`config.mk`:
```
export PLATFORM = sky130hd
export DESIGN_NAME = lock_guard_ctrl
export DESIGN_NICKNAME = d
export VERILOG_FILES = /design/src/rtl/lock_guard_ctrl_pkg.sv /design/src/rtl/lock_guard_ctrl_seg7_dec.sv /design/src/rtl/lock_guard_ctrl.sv
export SDC_FILE = /design/constraint.sdc
export NUM_CORES = 1
export LEC_CHECK = 0
export ABC_AREA = 1
export CAP_MARGIN = 40
export CORE_UTILIZATION = 45
export DETAILED_ROUTE_END_ITERATION = 10
export PLACE_DENSITY = 0.66
export REMOVE_ABC_BUFFERS = 1
export SYNTH_ARGS = -nofsm -noshare
export SYNTH_HDL_FRONTEND = slang
export SYNTH_SLANG_ARGS = --single-unit
```
`constraint.sdc`:
```
create_clock -name clk -period 3.57 [get_ports clk]
set_input_delay 0.714 -clock clk [delete_from_list [all_inputs] [get_ports clk]]
set_output_delay 0.714 -clock clk [all_outputs]
set_load 0.02 [all_outputs]
```
`src/rtl/lock_guard_ctrl_pkg.sv`:
```
// Shared definitions for the door lock guard: FSM state encoding and
// active-low 7-segment patterns (segment order g..a, bit 0 = segment a).
package lock_guard_ctrl_pkg;

    typedef enum logic [1:0] {
        ST_IDLE    = 2'd0,
        ST_OPEN    = 2'd1,
        ST_LOCKOUT = 2'd2
    } lock_state_e;

    localparam logic [6:0] SEG_BLANK = 7'h7F;
    localparam logic [6:0] SEG_0     = 7'b1000000;
    localparam logic [6:0] SEG_1     = 7'b1111001;
    localparam logic [6:0] SEG_2     = 7'b0100100;
    localparam logic [6:0] SEG_3     = 7'b0110000;
    localparam logic [6:0] SEG_4     = 7'b0011001;
    localparam logic [6:0] SEG_5     = 7'b0010010;
    localparam logic [6:0] SEG_6     = 7'b0000010;
    localparam logic [6:0] SEG_7     = 7'b1111000;
    localparam logic [6:0] SEG_8     = 7'b0000000;
    localparam logic [6:0] SEG_9     = 7'b0010000;

endpackage

```
`src/rtl/lock_guard_ctrl_seg7_dec.sv`:
```
// seg7_dec: combinational 4-bit digit to active-low 7-segment decoder.
// Ports: digit_i (0..9), blank_i (1 = all segments off), seg_o.
module seg7_dec
    import lock_guard_ctrl_pkg::*;
(
    input  logic [3:0] digit_i,
    input  logic       blank_i,
    output logic [6:0] seg_o
);

    always_comb begin
        seg_o = SEG_BLANK;
        if (!blank_i) begin
            case (digit_i)
                4'd0:    seg_o = SEG_0;
                4'd1:    seg_o = SEG_1;
                4'd2:    seg_o = SEG_2;
                4'd3:    seg_o = SEG_3;
                4'd4:    seg_o = SEG_4;
                4'd5:    seg_o = SEG_5;
                4'd6:    seg_o = SEG_6;
                4'd7:    seg_o = SEG_7;
                4'd8:    seg_o = SEG_8;
                4'd9:    seg_o = SEG_9;
                default: seg_o = SEG_BLANK;
            endcase
        end
    end

endmodule

```
`src/rtl/lock_guard_ctrl.sv`:
```
// lock_guard_ctrl: unlock window, failure counter and timed lockout fed by the
// password FSM status levels; remaining seconds shown on two 7-seg digits.
// Ports: clk, rst (async, active-low), pass_ok_i, pass_err_i, unlock_o,
// lockout_o, fail_cnt_o[3:0], sec_left_o[6:0], hex_tens_o, hex_units_o,
// buzzer_o (only when LOCK_BUZZER_EN is defined: toggles per tick in lockout).
module lock_guard_ctrl
    import lock_guard_ctrl_pkg::*;
#(
    parameter int TICK_DIV  = 50_000_000,
    parameter int OPEN_SEC  = 5,
    parameter int LOCK_SEC  = 30,
    parameter int MAX_FAILS = 3
) (
    input  logic       clk,
    input  logic       rst,
    input  logic       pass_ok_i,
    input  logic       pass_err_i,
    output logic       unlock_o,
    output logic       lockout_o,
    output logic [3:0] fail_cnt_o,
    output logic [6:0] sec_left_o,
    output logic [6:0] hex_tens_o,
    output logic [6:0] hex_units_o
`ifdef LOCK_BUZZER_EN
    ,
    output logic       buzzer_o
`endif
);

    localparam int PW = $clog2(TICK_DIV);
    localparam logic [PW-1:0] PRESC_TOP = PW'(TICK_DIV - 1);

    lock_state_e   state_q, state_d;
    logic [PW-1:0] presc_q, presc_d;
    logic          prev_ok_q, prev_err_q;
    logic          unlock_q, unlock_d;
    logic          lockout_q, lockout_d;
    logic [3:0]    fail_q, fail_d;
    logic [6:0]    sec_q, sec_d;
    logic          presc_clr;
    logic          tick;
    logic          ok_edge, err_edge;

    assign ok_edge  = pass_ok_i & ~prev_ok_q;
    assign err_edge = pass_err_i & ~prev_err_q;
    assign tick     = (presc_q == PRESC_TOP);

    always_comb begin
        state_d   = state_q;
        unlock_d  = unlock_q;
        lockout_d = lockout_q;
        fail_d    = fail_q;
        sec_d     = sec_q;
        presc_clr = 1'b0;
        case (state_q)
            ST_IDLE: begin
                // err takes priority over a simultaneous ok
                if (err_edge) begin
                    if (fail_q + 4'd1 == 4'(MAX_FAILS)) begin
                        state_d   = ST_LOCKOUT;
                        sec_d     = 7'(LOCK_SEC);
                        fail_d    = 4'd0;
                        lockout_d = 1'b1;
                        presc_clr = 1'b1;
                    end else begin
                        fail_d = fail_q + 4'd1;
                    end
                end else if (ok_edge) begin
                    state_d   = ST_OPEN;
                    sec_d     = 7'(OPEN_SEC);
                    fail_d    = 4'd0;
                    unlock_d  = 1'b1;
                    presc_clr = 1'b1;
                end
            end
            ST_OPEN, ST_LOCKOUT: begin
                if (tick) begin
                    if (sec_q == 7'd1) begin
                        state_d   = ST_IDLE;
                        sec_d     = 7'd0;
                        unlock_d  = 1'b0;
                        lockout_d = 1'b0;
                    end else begin
                        sec_d = sec_q - 7'd1;
                    end
                end
            end
            default: begin
                state_d   = ST_IDLE;
                sec_d     = 7'd0;
                unlock_d  = 1'b0;
                lockout_d = 1'b0;
            end
        endcase
    end

    always_comb begin
        presc_d = presc_q + PW'(1);
        if (presc_clr || tick) begin
            presc_d = '0;
        end
    end

    always_ff @(posedge clk or negedge rst) begin
        if (!rst) begin
            state_q    <= ST_IDLE;
            presc_q    <= '0;
            prev_ok_q  <= 1'b0;
            prev_err_q <= 1'b0;
            unlock_q   <= 1'b0;
            lockout_q  <= 1'b0;
            fail_q     <= 4'd0;
            sec_q      <= 7'd0;
        end else begin
            state_q    <= state_d;
            presc_q    <= presc_d;
            prev_ok_q  <= pass_ok_i;
            prev_err_q <= pass_err_i;
            unlock_q   <= unlock_d;
            lockout_q  <= lockout_d;
            fail_q     <= fail_d;
            sec_q      <= sec_d;
        end
    end

`ifdef LOCK_BUZZER_EN
    logic buzz_q, buzz_d;

    // Stays 0 on the entry cycle and drops to 0 as lockout ends
    always_comb begin
        buzz_d = 1'b0;
        if (state_q == ST_LOCKOUT && state_d == ST_LOCKOUT) begin
            buzz_d = tick ? ~buzz_q : buzz_q;
        end
    end

    always_ff @(posedge clk or negedge rst) begin
        if (!rst) begin
            buzz_q <= 1'b0;
        end else begin
            buzz_q <= buzz_d;
        end
    end

    assign buzzer_o = buzz_q;
`endif

    logic blank;
    assign blank = (state_q == ST_IDLE);

    seg7_dec u_tens (
        .digit_i (4'(sec_q / 7'd10)),
        .blank_i (blank),
        .seg_o   (hex_tens_o)
    );

    seg7_dec u_units (
        .digit_i (4'(sec_q % 7'd10)),
        .blank_i (blank),
        .seg_o   (hex_units_o)
    );

    assign unlock_o   = unlock_q;
    assign lockout_o  = lockout_q;
    assign fail_cnt_o = fail_q;
    assign sec_left_o = sec_q;

endmodule

```
==> results by group <==
Outcome
  • Run status: complete, but fails checks
  • Failing checks: setup timing

Finish
  • Most common cell after layout, fill and taps aside: nand2_1
  • Final nets: 496
  • Layout cells sized above 1: between 30% and 40%
  • Commonest cells after routing, fill and taps aside: nand2_1 (66), inv_1 (46), dfrtp_1 (42), buf_4 (42), nor2_1 (35)
  • P&R area growth vs syn: 43.1%
  • Ant. Diodes: 0
  • Design area: roughly 4200 um2
  • Fillers: roughly 520

Place
  • Placed Area: about 3600 um2
  • # port buffers: 30
  • Detail Placement HPWL: 4.84 mm
  • Routability cong.: roughly 0.81

Synthesis
  • Distinct cells, synth: 31
  • Top_reg_cell synth: dfrtp_1
  • Seq cells post-synth: 43
  • Mapped Avg Cell Area: between 7 and 8 um2
  • Yosys warns: 0
  • Post-synth EDFFs: 0
  • Gate Count Post-Synth: a little under 400
  • Synthesized area: between 2000 and 3000 um2
  • Async SR Flop Fraction: 100%
  • Seq/Total Area, Yosys: 36.4%

Setup path
  • Worst path required time: between 2 and 3 ns
  • CP endpoint kind: primary output
  • Critical Path AT: between 2 and 3 ns
  • Setup crit start kind: flop
  • Flop2flop setup slack: between 1 and 1.5 ns
  • Setup CP Type: flop to primary output
  • FF-to-FF path depth: 12
  • Reg2reg start: presc_q[0]
  • Worst flop-to-flop path endpoint: unlock_o
  • CP Max Fanout: 5

STA
  • Final number of setup-violating endpoints: 9
  • Final worst path period share: 103%
  • Max Slew Vio Count: 0
  • Rel. slew slack: around two thirds
  • RSZ-0062 raised after global routing: yes
  • Final WS setup: -0.114 ns
  • Tightest Pin Transition: ~0.52 ns
  • Fin crit period: approximately 3.7 ns
  • Final Hold Fails: 0
  • Final Skew: 0.00488 ns
  • F_max: between 200 and 300 MHz

Clocking
  • Clock buffer depth: 2
  • TritonCTS clock tree: built
  • Clock Latency Late Sink: around 0.30 ns
  • CTS clock-pin slew for the worst setup and hold paths: around 0.090 ns
  • Clock root buffer: clkbuf_8
  • H-tree depth: 2
  • CTS buffer count: 5
  • Clk sinks: 43

GRT
  • Pin count of the biggest net entering global routing: 27
  • Total gr overflow: 0
  • Vias in the first global route: 2,816
  • Total track usage: 20.9%
  • Antenna violations before repair: 0
  • Global-route wire length before repair: about 12 mm

Die
  • Die span in y: ~83 um
  • DIE AREA: between 6000 and 7000 um2
  • Initial Util: between 40% and 50%
  • Die Wd: 83.0 um
  • Core area: between 6000 and 7000 um2
  • Top-Level Pins: 31
  • Rows: 29

Detailed routing
  • First-pass DRT Iterations: 4
  • Drt initial violations: roughly 180
  • Total vias in the final route: a little under 3k
  • Routed Antenna Nets: 0
  • Vias per cell: roughly 5.3
  • DRC Markers: 0
  • Final WL: approximately 7.5 mm
  • WL per Instance: 13.7 um

Min path
  • Worst min-delay path class: input port to async pin

Flow run
  • Maxcap violations: 0
how the worst max path moves through the flow:
stage / from / to / slack, ns
4_1_cts: sec_left_o[4] / hex_units_o[3] / -0.04
2_1_floorplan: sec_left_o[4] / hex_units_o[3] / -0.04
3_5_place_dp: sec_left_o[4] / hex_units_o[3] / -0.40
6_report: sec_left_o[6] / hex_units_o[3] / -0.11
5_1_grt: sec_left_o[6] / hex_units_o[3] / -0.28
3_3_place_gp: sec_left_o[4] / hex_units_o[3] / -0.25
routing by layer:
| metal | share of wire [%] | track usage (%) | wire length [um] |
|---|---|---|---|
| met5 | 0 | 0 | 0 |
| met1 | 44 | 27.0 | 3350 |
| met4 | 2.2 | 3.92 | 163 |
| met3 | 3.2 | 2.98 | 238 |
| met2 | 50 | 37.5 | 3800 |
cell usage after synthesis (all sizes together) (4+ instances only):
| library cell | instances | area (um2) |
|---|---|---|
| nor3b | 8 | 60.1 |
| a21oi | 11 | 55.1 |
| dfrtp | 43 | 1080 |
| nand2 | 90 | 395 |
| o21ai | 28 | 140 |
| inv | 60 | 225 |
| nand3 | 36 | 205 |
| ha | 20 | 250 |
| nand4 | 10 | 77.6 |
| xor2 | 8 | 70.1 |
| xnor2 | 4 | 35.0 |
| nor3 | 16 | 85.1 |
| nor2 | 43 | 171 |
worst max-delay path, cell delays in order, from the launching register on:
cell and delay, ns:
dfrtp_2 0.48, inv_4 0.07, nand2_4 0.09, nand3_4 0.09
nand2_4 0.11, nand2_2 0.06, nand2_1 0.05, nand2_1 0.05
inv_2 0.07, nand2_4 0.08, nand2_4 0.09, nand2_4 0.07
nand2_4 0.08, inv_4 0.04, ha_4 0.15, inv_4 0.06
nand3_4 0.11, nand4_1 0.17, nand2_4 0.08, ha_4 0.22
inv_2 0.05, nand3_2 0.10, nand3_2 0.08, nand3_2 0.07
buf_6 0.16
through the flow:
stage | setup WS, ns | util, % | setup TNS [ns] | hold WS, ns | std cells
floorplan | -0.0370 | - | -0.0370 | 0.418 | 391
global placement | -0.254 | 55.7 | -2.52 | 0.447 | 525
detailed placement | -0.400 | 56.0 | -4.55 | 0.461 | 526
CTS | -0.0394 | 60.5 | -0.0620 | 0.372 | 543
global route | -0.276 | 66.6 | -2.65 | 0.378 | 550
finish | -0.114 | 66.6 | -0.640 | 0.360 | 550
state kept, by name, indices dropped and copies added (netlist names):
signal and cells:
fail_cnt_o 4, lockout_o 1, presc_q 26, prev_err_q 1
prev_ok_q 1, sec_left_o 7, state_q 2, unlock_o 1
kinds of logic (layout without fill, tap and decap cells):
| group | after synthesis | count (layout) | share of synthesized area, % |
|---|---|---|---|
| compound gates | 48 | 48 | 8.72 |
| xor+xnor | 12 | 12 | 3.56 |
| buf+inv | 64 | 143 | 8.13 |
| fa+ha+maj | 20 | 20 | 8.47 |
| flops | 43 | 43 | 36.4 |
| simple gates | 207 | 207 | 34.7 |
timing repair:
| action | in CTS | in global routing |
|---|---|---|
| pin swaps | 16 | 30 |
| hold buffers | 0 | 0 |
| gates resized for setup | 100 | 85 |
| buffers inserted | 9 | 7 |
| endpoints found under the setup margin | 14 | 14 |
| cloned | 0 | 0 |
area by class of cell:
class | count | area (um2) | share of cell area (%)
clock buffers | 5 | 68.8 | 1.63
clock inverters | 3 | 71.3 | 1.69
inverters | 61 | 239 | 5.65
multi-input cells | 287 | 2020 | 47.7
flip-flops and latches | 43 | 1080 | 25.5
well taps | 77 | 96.3 | 2.28
repair buffers | 74 | 659 | 15.6
Power is not shown: default switching activity piles up to over one toggle a cycle in this logic, so the estimate is an artifact.
